===== config.mk =====
export PLATFORM = sky130hd
export DESIGN_NAME = jt10_adpcm_rom_arb_flat
export DESIGN_NICKNAME = d
export VERILOG_FILES = /design/src/rtl/jt10_adpcm_rom_arb_if.sv /design/src/rtl/jt10_adpcm_rom_arb.sv /design/src/flat_wrapper.sv
export SDC_FILE = /design/constraint.sdc
export NUM_CORES = 1
export LEC_CHECK = 0
export CAP_MARGIN = 10
export CORE_MARGIN = 1
export CORE_UTILIZATION = 40
export CTS_BUF_LIST = sky130_fd_sc_hd__clkbuf_8 sky130_fd_sc_hd__clkbuf_16
export CTS_CLUSTER_DIAMETER = 40
export DETAILED_ROUTE_END_ITERATION = 10
export GPL_TIMING_DRIVEN = 0
export PLACE_DENSITY = 0.69
export SYNTH_ARGS = -nofsm -noshare
export SYNTH_HDL_FRONTEND = slang
export SYNTH_SLANG_ARGS = --single-unit

===== constraint.sdc =====
create_clock -name clk -period 1.9 [get_ports clk]
set_input_delay 0.38 -clock clk [delete_from_list [all_inputs] [get_ports clk]]
set_output_delay 0.38 -clock clk [all_outputs]
set_load 0.03 [all_outputs]

===== src/rtl/jt10_adpcm_rom_arb_if.sv =====
// Byte-wide sample ROM port between the ADPCM arbiter (master) and the board
// memory controller (slave): level request, one-cycle completion pulse.
interface jt10_adpcm_rom_arb_if;
   logic [24:0] rom_addr;
   logic        rom_req;
   logic        rom_ok;
   logic [7:0]  rom_data;

   modport master (output rom_addr, output rom_req, input rom_ok, input rom_data);
   modport slave  (input rom_addr, input rom_req, output rom_ok, output rom_data);
endinterface


===== src/rtl/jt10_adpcm_rom_arb.sv =====
// Shares one byte-wide sample ROM between the YM2610 ADPCM-A and ADPCM-B fetch
// ports, with a one-entry address tag per channel and round-robin on contention.
module jt10_adpcm_rom_arb #(
   parameter logic [24:0] A_BASE = 25'h000_0000,
   parameter logic [24:0] B_BASE = 25'h100_0000
) (
   input  logic                         clk,
   input  logic                         rst_n,
   input  logic [19:0]                  adpcma_addr,
   input  logic [3:0]                   adpcma_bank,
   input  logic                         adpcma_roe_n,
   output logic [7:0]                   adpcma_data,
   input  logic [23:0]                  adpcmb_addr,
   input  logic                         adpcmb_roe_n,
   output logic [7:0]                   adpcmb_data,
   output logic                         busy,
   jt10_adpcm_rom_arb_if.master         rom
);

   typedef enum logic [1:0] {IDLE, FETCH_A, FETCH_B} state_t;

   state_t      state_q, state_d;
   logic [24:0] rom_addr_q, rom_addr_d;
   logic        rom_req_q, rom_req_d;
   logic [7:0]  a_data_q, a_data_d;
   logic [7:0]  b_data_q, b_data_d;
   logic [23:0] tag_a_q, tag_a_d;
   logic [23:0] tag_b_q, tag_b_d;
   logic        tag_valid_a_q, tag_valid_a_d;
   logic        tag_valid_b_q, tag_valid_b_d;
   logic [23:0] cur_tag_q, cur_tag_d;
   logic        last_grant_q, last_grant_d;   // 1 = B was granted last

   logic [23:0] fa, fb;
   logic        pend_a, pend_b;

   assign fa     = {adpcma_bank, adpcma_addr};
   assign fb     = adpcmb_addr;
   assign pend_a = !adpcma_roe_n && !(tag_valid_a_q && tag_a_q == fa);
   assign pend_b = !adpcmb_roe_n && !(tag_valid_b_q && tag_b_q == fb);

   always_comb begin
      state_d       = state_q;
      rom_addr_d    = rom_addr_q;
      rom_req_d     = rom_req_q;
      a_data_d      = a_data_q;
      b_data_d      = b_data_q;
      tag_a_d       = tag_a_q;
      tag_b_d       = tag_b_q;
      tag_valid_a_d = tag_valid_a_q;
      tag_valid_b_d = tag_valid_b_q;
      cur_tag_d     = cur_tag_q;
      last_grant_d  = last_grant_q;
      case (state_q)
         IDLE: begin
            // On a tie the channel that was not served last wins.
            if (pend_a && (!pend_b || last_grant_q)) begin
               rom_addr_d   = A_BASE + {1'b0, fa};
               rom_req_d    = 1'b1;
               cur_tag_d    = fa;
               last_grant_d = 1'b0;
               state_d      = FETCH_A;
            end else if (pend_b) begin
               rom_addr_d   = B_BASE + {1'b0, fb};
               rom_req_d    = 1'b1;
               cur_tag_d    = fb;
               last_grant_d = 1'b1;
               state_d      = FETCH_B;
            end
         end
         FETCH_A: begin
            if (rom.rom_ok) begin
               a_data_d      = rom.rom_data;
               tag_a_d       = cur_tag_q;
               tag_valid_a_d = 1'b1;
               rom_req_d     = 1'b0;
               state_d       = IDLE;
            end
         end
         FETCH_B: begin
            if (rom.rom_ok) begin
               b_data_d      = rom.rom_data;
               tag_b_d       = cur_tag_q;
               tag_valid_b_d = 1'b1;
               rom_req_d     = 1'b0;
               state_d       = IDLE;
            end
         end
         default: begin
            rom_req_d = 1'b0;
            state_d   = IDLE;
         end
      endcase
   end

   always_ff @(posedge clk) begin
      if (!rst_n) begin
         state_q       <= IDLE;
         rom_addr_q    <= '0;
         rom_req_q     <= 1'b0;
         a_data_q      <= '0;
         b_data_q      <= '0;
         tag_a_q       <= '0;
         tag_b_q       <= '0;
         tag_valid_a_q <= 1'b0;
         tag_valid_b_q <= 1'b0;
         cur_tag_q     <= '0;
         last_grant_q  <= 1'b1;
      end else begin
         state_q       <= state_d;
         rom_addr_q    <= rom_addr_d;
         rom_req_q     <= rom_req_d;
         a_data_q      <= a_data_d;
         b_data_q      <= b_data_d;
         tag_a_q       <= tag_a_d;
         tag_b_q       <= tag_b_d;
         tag_valid_a_q <= tag_valid_a_d;
         tag_valid_b_q <= tag_valid_b_d;
         cur_tag_q     <= cur_tag_d;
         last_grant_q  <= last_grant_d;
      end
   end

   assign rom.rom_addr = rom_addr_q;
   assign rom.rom_req  = rom_req_q;
   assign adpcma_data  = a_data_q;
   assign adpcmb_data  = b_data_q;
   assign busy         = (state_q != IDLE);

endmodule


===== src/flat_wrapper.sv =====
// flat-port wrapper written by rule: the top's interface ports become plain ports
module jt10_adpcm_rom_arb_flat 
#(
   parameter logic [24:0] A_BASE = 25'h000_0000,
   parameter logic [24:0] B_BASE = 25'h100_0000
)
  (clk, rst_n, adpcma_addr, adpcma_bank, adpcma_roe_n, adpcma_data, adpcmb_addr, adpcmb_roe_n, adpcmb_data, busy, rom_rom_addr, rom_rom_req, rom_rom_ok, rom_rom_data);
  jt10_adpcm_rom_arb_if rom_i ();
  input  logic clk;
  input  logic rst_n;
  input  logic [19:0] adpcma_addr;
  input  logic [3:0] adpcma_bank;
  input  logic adpcma_roe_n;
  output logic [7:0] adpcma_data;
  input  logic [23:0] adpcmb_addr;
  input  logic adpcmb_roe_n;
  output logic [7:0] adpcmb_data;
  output logic busy;
  output wire logic [$bits(rom_i.rom_addr)-1:0] rom_rom_addr;
  output wire logic [$bits(rom_i.rom_req)-1:0] rom_rom_req;
  input wire logic [$bits(rom_i.rom_ok)-1:0] rom_rom_ok;
  input wire logic [$bits(rom_i.rom_data)-1:0] rom_rom_data;
  assign rom_rom_addr = rom_i.rom_addr;
  assign rom_rom_req = rom_i.rom_req;
  assign rom_i.rom_ok = rom_rom_ok;
  assign rom_i.rom_data = rom_rom_data;
  jt10_adpcm_rom_arb #(.A_BASE(A_BASE), .B_BASE(B_BASE)) u_core (.clk(clk), .rst_n(rst_n), .adpcma_addr(adpcma_addr), .adpcma_bank(adpcma_bank), .adpcma_roe_n(adpcma_roe_n), .adpcma_data(adpcma_data), .adpcmb_addr(adpcmb_addr), .adpcmb_roe_n(adpcmb_roe_n), .adpcmb_data(adpcmb_data), .busy(busy), .rom(rom_i));
endmodule

==> flow_summary.toml <==
[outcome]
status = "complete, but fails checks"
violations = "setup timing"

[place]
dp_hpwl_um = 11000
port_buffers = 102
place.gp.congestion = 0.905
dpl-instance-area_um2 = 5920

[synthesis]
synthTopCellsByArea = "dfxtp_1, nand2_1, a21boi_0, xnor2_1, o311a_1"
yosysWarnings = 0
syn_inst = 542
synth_nets = 606
synth.distinct_cells = 35
yosys.area.top_type = "dfxtp_1"
synth-seq-cells = 95
synth_top_area_share_pct = 40.6
yosysSeqAreaShare_pct = 40.6
synth_area_um2 = 4680
synth_area_per_cell_um2 = 8.63

[cells_and_area]
areaGrowthSynthToFinish_pct = 51.1
nFillCells = 966
final_common_cell = "nand2_1"
final_layout_size_suffix_gt1_share_pct = 20.2
antennaDiodeCount = 0
multi_input_area_um2 = 3040
final_cell_mix = "nand2_1, dfxtp_1, a21boi_0, clkdlybuf4s50_1, dlygate4sd2_1"
final_area_um2 = 7070
utilization_pct = 61.9
nNetsFinal = 753
ff_latch_area_um2 = 1910

[clock_network]
cts_tree = "done"
clk_latency_ns = 0.34
clockBufferDepth = 2
numCtsBuffers = 9
postCtsHoldBufs = 0
cts-root-buf = "clkbuf_16"
cts.sinks = 95
htree_levels = 3
clk_pin_slew_ns = 0.07

[power]
p_comb_share_pct = 29.0
internal_power_mw = 3.91
seq_power_share_pct = 39.6
p_leak_nw = 2.68
irDropWorstVdd_v = 0.000442
power_density_nw_per_um2 = 811
power_frac_clock_pct = 31.4
total_power_mw = 5.73
p_sw_share_pct = 31.7
switchingPower_mw = 1.82

[setup_path]
critPathBufInv = 1
r2r_cells = 7
crit_required_ns = 2.13
r2r_end = "u_core.cur_tag_q[20]$_SDFFE_PN0P_"
slowest_stage = "nor4_4"
cp-end-kind = "flip-flop"
crit_path_max_fanout = 10
worstSetupPathType = "reg2reg"
worst_r2r_startpoint = "u_core.tag_b_q[8]$_SDFFE_PN0P_"
path_delay_family = "simple AND/OR/NAND/NOR gates"
ff2ff_setup_slack_ns = -0.37
critical-path-max-stage-delay_ns = 0.45
cp_cell_sequence = "xnor2_4, nand4_1, nor4_4, a211oi_4, buf_6, o21a_1, o311a_1"
crit_arrival_ns = 2.50
startpoint_type = "flip-flop"

[die]
start_util_pct = 41.0
core_um2 = 11400
io_pins = 104
die_area_um2 = 12100
die_w_um = 110
rows = 39
die_y_um = 110

[route]
drc = 0
dr.first_iter.drc_count = 365
wirelength_um = 16900
via_per_inst = 5.80
first_pass_iters = 8
ant_nets = 0
vias = 4850
wl_per_cell_um = 20.2

[global_routing]
grt-ovfl-total = 0
grt_usage_pct = 28.5
grt_pass1_vias = 4805
grt_max_degree = 16
antenna_found_initial = 0
grt_pass1_wl_um = 25500

[sta]
max-slew-margin-rel_pct = 59.8
report.final.slew_viol_count = 0
min_period_ns = 2.27
rsz0062_at_grt = "true"
period_share_pct = 119
fmax_mhz = 441
layout_setup_ws_ns = -0.365
worstMarginPinSlew_ns = 0.604
setup_violations = 28
hold_viol = 0
fin_skew_ns = 0.00743

[hold_path]
hold_path.class = "reg2reg"
min_to = "u_core.adpcma_data[3]$_SDFFE_PN0P_"
hold_depth = 2
min-delay-start = "u_core.adpcma_data[3]$_SDFFE_PN0P_"

[run]
drv_cap = 0
==> cell usage after synthesis (all sizes together) <==
master,number
a211oi,3
a21boi,64
a21o,1
a21oi,3
a311o,1
and2,2
buf,16
clkbuf,26
dfxtp,95
ha,3
inv,5
nand2,138
nand3,6
nand4,13
nor2,3
nor2b,1
nor3,3
nor3b,24
nor4,6
o211ai,1
o21a,26
o21ai,1
o21bai,1
o22ai,1
o311a,24
o311ai,1
o31a,1
o31ai,1
or3,24
xnor2,48
==> cell type report <==
class / instances / share of cell area [%]
multi-input combinational: 401 / 43.0
clock buffer: 9 / 3.19
clock inverter: 6 / 0.885
timing repair buffer: 135 / 18.9
inverter: 5 / 0.301
buffer: 42 / 4.19
sequential: 95 / 27.0
tap: 143 / 2.53
==> power by group through the flow <==
stage	Combinational [mW]	Sequential [mW]	Clock [mW]
final	1.66	2.27	1.80
after detailed placement	1.33	2.30	0
after global routing	1.75	2.28	1.89
after global placement	1.31	2.29	0
after CTS	1.57	2.26	1.80
after floorplan	0.586	2.46	0
==> stage by stage <==
stage               instances  hold WS (ns)  setup TNS, ns  setup slack, ns
floorplan                 542         0.441              0          0.00227
global placement          787         0.450         -38.60           -0.905
detailed placement        787         0.456         -42.52           -0.948
CTS                       833         0.465          -7.12           -0.333
global route              836         0.476         -10.03           -0.433
finish                    836         0.462          -8.61           -0.365
==> worst max path at each step <==
stage                                         to                       startpoint  cells past startpoint  slack, ns
2_1_floorplan  u_core.cur_tag_q[10]$_SDFFE_PN0P_   u_core.state_q[0]$_SDFFE_PN0P_                      7      0.002
3_3_place_gp   u_core.cur_tag_q[15]$_SDFFE_PN0P_                   adpcmb_addr[4]                      8      -0.91
3_5_place_dp   u_core.cur_tag_q[15]$_SDFFE_PN0P_                  adpcmb_addr[13]                      8      -0.95
4_1_cts        u_core.cur_tag_q[22]$_SDFFE_PN0P_  u_core.tag_a_q[17]$_SDFFE_PN0P_                      9      -0.33
5_1_grt         u_core.cur_tag_q[5]$_SDFFE_PN0P_   u_core.tag_b_q[8]$_SDFFE_PN0P_                      7      -0.43
6_report       u_core.cur_tag_q[20]$_SDFFE_PN0P_   u_core.tag_b_q[8]$_SDFFE_PN0P_                      7      -0.37
==> state kept, by name, indices dropped and copies added (netlist names) <==
register,count
u_core.tag_a_q,24
u_core.tag_b_q,24
u_core.cur_tag_q,23
u_core.adpcma_data,8
u_core.adpcmb_data,8
u_core.rom.rom_addr,2
u_core.state_q,2
u_core.last_grant_q,1
u_core.rom.rom_req,1
u_core.tag_valid_a_q,1
u_core.tag_valid_b_q,1
==> cells by family (layout without fill, tap and decap cells) <==
family / Yosys count / in the layout / share of synthesized area [%]
and+or+nand+nor: 220 / 220 / 22.9
AOI/OAI and AO/OA: 129 / 130 / 22.2
DFF: 95 / 95 / 40.6
xor gates and xnor gates: 48 / 48 / 8.98
buffers and inverters: 47 / 197 / 4.55
adders and majority gates: 3 / 3 / 0.802
==> worst min-delay path: stages (launching register included) <==
cell      delay [ns]
dfxtp_1         0.31
nand2_1         0.04
a21boi_0        0.06
==> repair_timing <==
action,4_1_cts,5_1_grt
buffers inserted,25,2
setup endpoints to repair,31,76
pin swaps,39,32
gates cloned,7,2
resized for setup,137,53
==> per-layer routing <==
| metal | part of all wire (%) | vias to the layer above | track usage [%] |
|---|---|---|---|
| li1 | - | 2193 | - |
| met1 | 39 | 2344 | 34.1 |
| met2 | 48 | 241 | 48.3 |
| met3 | 8.3 | 72 | 5.70 |
| met4 | 5.1 | 0 | 14.8 |
| met5 | 0 | - | 0 |
Note: power is estimated with default switching activity, not from simulation.
